### config.mk
export PLATFORM = sky130hd
export DESIGN_NAME = bus_lat_lfsr
export DESIGN_NICKNAME = d
export VERILOG_FILES = /design/src/rtl/data_mem_bfm_pkg.sv /design/src/rtl/data_mem_bfm_lfsr.sv
export SDC_FILE = /design/constraint.sdc
export NUM_CORES = 1
export LEC_CHECK = 0
export ABC_AREA = 1
export BUFFER_PORTS_ARGS = -buffer_cell sky130_fd_sc_hd__buf_4
export CORE_ASPECT_RATIO = 1.1
export CORE_MARGIN = 5
export CORE_UTILIZATION = 35
export DETAILED_ROUTE_END_ITERATION = 8
export HOLD_SLACK_MARGIN = 0.15
export PLACE_DENSITY = 0.58
export SYNTH_ARGS = -nofsm -noshare
export SYNTH_HDL_FRONTEND = slang
export SYNTH_SLANG_ARGS = --single-unit
### constraint.sdc
create_clock -name clk_i -period 16 [get_ports clk_i]
set_clock_uncertainty 0.2 [all_clocks]
set_input_delay 0.8 -clock clk_i [delete_from_list [all_inputs] [get_ports clk_i]]
set_output_delay 0.8 -clock clk_i [all_outputs]
set_load 0.05 [all_outputs]
### src/rtl/data_mem_bfm_pkg.sv
// Shared types, MMIO map and LFSR constants for the data-side memory model.
package data_mem_bfm_pkg;

  localparam logic [31:0] LFSR_POLY = 32'h8020_0003;

  // MMIO word offsets inside the 64-byte window; 0..3 are the mmreg_corein words
  localparam logic [3:0] OFS_COREOUT_LO = 4'd4;
  localparam logic [3:0] OFS_COREOUT_HI = 4'd5;
  localparam logic [3:0] OFS_ERR_VEC    = 4'd6;
  localparam logic [3:0] OFS_INTR_ACK   = 4'd7;

  typedef enum logic [0:0] {G_IDLE, G_WAIT} gnt_st_e;

  // Command as sampled at grant
  typedef struct packed {
    logic        we;
    logic [3:0]  be;
    logic [31:0] addr;
    logic [32:0] wdata;
    logic        err;
  } req_t;

  // Response queue entry; dly counts down to the cycle the response may leave
  typedef struct packed {
    logic [32:0] rdata;
    logic        err;
    logic [3:0]  dly;
  } rsp_t;

  // Uniform-ish draw in 0..wmax from an 8-bit random slice
  function automatic logic [3:0] bounded_draw(input logic [7:0] r, input logic [3:0] wmax);
    logic [8:0] m;
    m = {5'd0, wmax} + 9'd1;
    return 4'(({1'b0, r}) % m);
  endfunction

endpackage

### src/rtl/data_mem_bfm_lfsr.sv
// Free-running Galois LFSR and the bounded latency/error draws taken from it.
module bus_lat_lfsr
  import data_mem_bfm_pkg::*;
#(
  parameter logic [31:0] SEED = 32'hACE1_2345
) (
  input  logic       clk_i,
  input  logic       rstn_i,
  input  logic [3:0] gnt_wmax,
  input  logic [3:0] resp_wmax,
  output logic [3:0] gnt_w,
  output logic [3:0] rsp_w,
  output logic [2:0] err_roll
);

  logic [31:0] lfsr_q;

  // Advance one Galois step every cycle; reset reloads the seed
  always_ff @(posedge clk_i or posedge rstn_i) begin
    if (rstn_i) lfsr_q <= SEED;
    else        lfsr_q <= {1'b0, lfsr_q[31:1]} ^ (lfsr_q[0] ? LFSR_POLY : 32'h0);
  end

  // Fold byte pairs so every state bit feeds some draw
  assign gnt_w    = bounded_draw(lfsr_q[15:8] ^ lfsr_q[7:0], gnt_wmax);
  assign rsp_w    = bounded_draw(lfsr_q[31:24] ^ lfsr_q[23:16], resp_wmax);
  assign err_roll = lfsr_q[2:0];

endmodule

==> results of run 1 <==
-- routing by layer --
layer,global-route usage,vias to the layer above,wire length (um)
li1,-,2635,-
met1,0.193,2111,6100
met2,0.212,46,4970
met3,0.0146,4,314
met4,0.0134,0,27
met5,0,-,0
-- critical path, delay by kind of cell --
family	cells	cell delay, ns
AND/OR/NAND/NOR	35	3.44
XOR/XNOR	1	0.45
adder cells (fa/ha/maj)	8	2.48
AO/OA/AOI/OAI	24	4.46
buffers and inverters	11	1.01
-- cell usage after synthesis, types with 3 or more instances --
cell type | count | share of area
a21oi_1 | 25 | 0.023
dfstp_2 | 14 | 0.069
nand3b_1 | 6 | 0.0084
xnor2_1 | 22 | 0.036
nand2_1 | 224 | 0.16
xor2_1 | 28 | 0.046
nand3_1 | 66 | 0.062
a21o_1 | 6 | 0.0084
nand3_2 | 7 | 0.013
inv_2 | 8 | 0.0056
o21a_1 | 4 | 0.0056
dfrtp_1 | 18 | 0.084
or2_2 | 9 | 0.011
nor3_1 | 4 | 0.0037
o21ai_1 | 4 | 0.0037
inv_1 | 126 | 0.088
nand2_2 | 19 | 0.022
o21ai_0 | 25 | 0.023
o21bai_1 | 3 | 0.0042
nor2_2 | 3 | 0.0035
nand2_4 | 5 | 0.011
o31ai_1 | 4 | 0.0056
buf_4 | 3 | 0.0042
ha_1 | 78 | 0.18
nand4_1 | 10 | 0.012
nor2_1 | 53 | 0.037
-- metrics by stage --
step | instances | cell area [um2] | utilization
after floorplan | 807 | 5360 | -
after global placement | 1019 | 5710 | 0.379
after detailed placement | 1019 | 5710 | 0.379
after CTS | 1027 | 5880 | 0.390
after global routing | 1027 | 5880 | 0.390
final | 1027 | 5880 | 0.390
-- cell type report --
cell class	instances	area (um2)	area share
Clock buffer	6	129	0.0219
Clock inverter	2	35.0	0.00596
Inverter	134	503	0.0856
Multi-Input combinational cell	636	3990	0.679
Sequential cell	32	818	0.139
Tap cell	196	245	0.0417
Timing Repair Buffer	21	158	0.0268
-- path summary, 6_finish.rpt --
check / end / slack [ns] / depth (start not counted) / startpoint
max: gnt_w[3] / 2.31 / 79 / gnt_wmax[0]
min: lfsr_q[26]$_DFF_PP1_ / 0.18 / 0 / lfsr_q[27]$_DFF_PP1_
max reg2reg: lfsr_q[21]$_DFF_PP1_ / 14.91 / 1 / lfsr_q[0]$_DFF_PP1_
min reg2reg: lfsr_q[26]$_DFF_PP1_ / 0.18 / 0 / lfsr_q[27]$_DFF_PP1_
max in group asynchronous: lfsr_q[27]$_DFF_PP1_ / 14.87 / 3 / rstn_i
min in group asynchronous: lfsr_q[11]$_DFF_PP0_ / 0.41 / 3 / rstn_i
-- placed cells by master (no fill, tap or decap), types with 5 or more instances in the layout --
cell type / Yosys / layout
o21ai_0: 25 / 25
a21oi_1: 25 / 25
nor2_1: 53 / 53
nand4_1: 10 / 10
nand2_2: 19 / 19
inv_1: 126 / 126
a21o_1: 6 / 6
ha_1: 78 / 78
nand2_1: 224 / 224
nand3b_1: 6 / 6
nand3_1: 66 / 66
dfstp_2: 14 / 14
clkbuf_16: 0 / 5
xnor2_1: 22 / 22
nand3_2: 7 / 7
or2_2: 9 / 9
nand2_4: 5 / 5
xor2_1: 28 / 28
buf_4: 3 / 21
dfrtp_1: 18 / 18
inv_2: 8 / 8
-- logic make-up (layout without fill, tap and decap cells) --
family                   count (synthesis)  count (layout)  share of synthesized area
AND/OR/NAND/NOR                        420             420                      0.366
buffers and inverters                  139             163                      0.103
AO/OA/AOI/OAI                           82              82                     0.0950
adder cells (fa/ha/maj)                 80              80                      0.190
XOR/XNOR                                54              54                     0.0939
flip-flops                              32              32                      0.153
==> flow_summary.ini, run 1 <==
[status]
status = completed

[synthesis]
yosysSeqAreaShare = 0.153
synth_warnings = 0
netlist_instances = 807
ys.flop_type = dfrtp_1
ys_types = 48
synthArstFlopShare = 1.00
synth_area_um2 = 5360
synth-edff-count = 0
syn_area_per_cell_um2 = 6.64
syn_nets = 897
synth_seq_cells = 32

[clock_tree]
cts_resized = 0
cts_inserted_buffers = 5
clk_latency_ns = 0.27
clock_sinks = 32
postCtsSetupBuffers = 0
cts_root_buffer = clkbuf_16
clk_pin_slew_ns = 0.05
cts-hold-fix-buffers = 0
tritoncts = yes
cts-htree-levels = 2
clock_path_buffers = 2

[timing]
maxSlewViolCount = 0
layout_setup_ws_ns = 2.31
tns_ns = 0
period_share = 0.855
max-slew-margin-rel = 0.633
hold_viol = 0
setup_viol = 0
period_minus_slack_ns = 13.69
max_slew.worst_pin.slew_ns = 0.549
hold-worst-slack_ns = 0.178
fmax_mhz = 73.1
rsz0062_at_grt = no

[grt]
grt_pass1_vias = 4513
globalRouteTotalUtil = 0.130
grt_pass1_wl_um = 20100
antenna_found_initial = 0
grt_max_degree = 33
overflow = 0

[floorplanning]
die_height_um = 140
initial_core_util = 0.356
num_rows = 47
die_w_um = 128
coreArea_um2 = 15100
ioPinCount = 21
die_area_um2 = 17900

[place]
port_buffers = 20
post-place-ws_ns = 2.33
place.gp.congestion = 0.865
detailed_place_hpwl_um = 9560

[worst_setup_path]
cp_slowest_cell = xor2_2
cp_slowest_stage_delay_ns = 0.45
cpMostUsedCell = nand2_1
worstSetupPathType = in -> out
critPathLaunchType = primary input
crit_path_end_kind = output pin
crit_arrival_ns = 12.69
crit_fanout = 12
worstPathRequired_ns = 15.00

[final_layout]
top_register = lfsr_q
layout-drive-gt1-share = 0.134
reg_top3 = lfsr_q: 32 flops
largest_reg_flops = 32
nFillCells = 1608
diodes = 0
layout.nets = 920
area_growth_pct = 9.67

[drt]
viasPerCell = 4.67
wl_um = 11400
avgRoutedWirePerCell_um = 11.1
firstDrtPassIters = 4
drc = 0
ant_nets = 0
vias = 4796
first_iter_violations = 199

[flow_run]
max_cap_violations = 0

[hold_path]
hp-class = reg -> reg
Power of run 1 is left out: the tool's default activity adds up to more than one toggle a clock period on the data nets, which glitch-free logic cannot reach.
==> run 2, diff against run 1 <==
--- a/config.mk
+++ b/config.mk
@@ -8,8 +8,8 @@
 export ABC_AREA = 1
 export BUFFER_PORTS_ARGS = -buffer_cell sky130_fd_sc_hd__buf_4
 export CORE_ASPECT_RATIO = 1.1
-export CORE_MARGIN = 5
 export CORE_UTILIZATION = 35
+export CTS_BUF_LIST = sky130_fd_sc_hd__clkbuf_8
 export DETAILED_ROUTE_END_ITERATION = 8
 export HOLD_SLACK_MARGIN = 0.15
 export PLACE_DENSITY = 0.58
==> run 2 against run 1 <==
Non-clock buffer count did not move; largest cell class unchanged; sequential share of layout area rose by 0.13 points; register-to-register slack barely moved; first-iteration DRC count rose by 30%; clock-buffer cell count fell by 1; worst hold slack improved by 0.0045 ns.
==> flow_summary.ini, run 2 (synthesis results as in run 1) <==
[worst_setup_path]
crit_path_end_kind = output pin
crit_arrival_ns = 12.78
cp_slowest_stage_delay_ns = 0.45
worstSetupPathType = in -> out
critPathLaunchType = primary input
crit_fanout = 12
cpMostUsedCell = nand2_1
worstPathRequired_ns = 15.00
cp_slowest_cell = xor2_2

[final_layout]
final_common_cell = nand2_1
area_growth_pct = 8.69
layout-drive-gt1-share = 0.135
diodes = 0
final_cells = 1027
top_register = lfsr_q
reg_top3 = lfsr_q: 32 flops
utilization = 0.388
largest_reg_flops = 32
final_cell_mix = nand2_1 (224), inv_1 (126), ha_1 (78), nand3_1 (66), nor2_1 (53)
layout.nets = 920

[clock_tree]
tritoncts = yes
clk_latency_ns = 0.27
clk_pin_slew_ns = 0.06
cts_resized = 0
cts-hold-fix-buffers = 0
cts_root_buffer = clkbuf_8
cts_inserted_buffers = 5
cts-htree-levels = 2
postCtsSetupBuffers = 0
clock_path_buffers = 2
clock_sinks = 32

[timing]
setup_viol = 0
max-slew-margin-rel = 0.643
hold_viol = 0
tns_ns = 0
maxSlewViolCount = 0
layout_setup_ws_ns = 2.22
period_minus_slack_ns = 13.78
fmax_mhz = 72.6
period_share = 0.861
max_slew.worst_pin.slew_ns = 0.535
rsz0062_at_grt = no

[floorplanning]
coreArea_um2 = 15000
die_height_um = 132
ioPinCount = 21
die_area_um2 = 15800
die_w_um = 120
initial_core_util = 0.357
num_rows = 47

[drt]
ant_nets = 0
vias = 4771
firstDrtPassIters = 4
viasPerCell = 4.65
avgRoutedWirePerCell_um = 11.0
wl_um = 11300
first_iter_violations = 258
drc = 0

[flow_run]
max_cap_violations = 0

[place]
post-place-ws_ns = 2.19
port_buffers = 20
dp_cells = 1019
place.gp.congestion = 0.846
detailed_place_hpwl_um = 9560

[hold_path]
hp-class = reg -> reg

[grt]
grt_max_degree = 33
overflow = 0
globalRouteTotalUtil = 0.151
antenna_found_initial = 0
grt_pass1_vias = 4536
grt_pass1_wl_um = 20000

[status]
status = completed
## run 2: cell types whose count changed in the layout (fill, tap and decap cells not counted)
| cell | previous run | this run |
|---|---|---|
| clkbuf_1 | 1 | 0 |
| clkbuf_16 | 5 | 0 |
| clkbuf_8 | 0 | 5 |
| clkinvlp_4 | 0 | 1 |
## run 2: layer usage
metal	vias to the layer above	share of wire	track usage	wire, um
met4	0	0.00088	0.0118	10
met3	2	0.031	0.0147	355
met5	-	0	0	0
li1	2638	-	-	-
met1	2086	0.53	0.220	6040
met2	45	0.43	0.249	4900
## run 2: final timing paths
kind	end	from	cells past startpoint	slack, ns
max in group asynchronous	lfsr_q[21]$_DFF_PP1_	rstn_i	3	14.87
min in group asynchronous	lfsr_q[4]$_DFF_PP0_	rstn_i	3	0.40
max reg2reg	lfsr_q[1]$_DFF_PP0_	lfsr_q[0]$_DFF_PP1_	1	14.90
max	gnt_w[3]	gnt_wmax[0]	78	2.22
min reg2reg	lfsr_q[26]$_DFF_PP1_	lfsr_q[27]$_DFF_PP1_	0	0.18
min	lfsr_q[26]$_DFF_PP1_	lfsr_q[27]$_DFF_PP1_	0	0.18
## run 2: area by class of cell
type	count	area [um2]
clock inverter	3	42.5
inverter	134	503
clock buffer	5	68.8
multi-input combinational	636	3990
tap	196	245
sequential	32	818
fill	1628	9170
timing repair buffer	21	158
## run 2: through the flow
stage	hold slack (ns)	instance area [um2]
floorplan	0.161	5360
global placement	0.172	5710
detailed placement	0.175	5710
CTS	0.184	5820
global route	0.191	5820
finish	0.182	5820
## run 2: critical path, delay by kind of cell
| kind | cells | cell delay (ns) |
|---|---|---|
| adder cells (fa/ha/maj) | 8 | 2.54 |
| buffers and inverters | 12 | 1.11 |
| XOR/XNOR | 1 | 0.45 |
| AND/OR/NAND/NOR | 33 | 3.41 |
| AO/OA/AOI/OAI | 24 | 4.45 |
Power of run 2 is left out for the same reason.
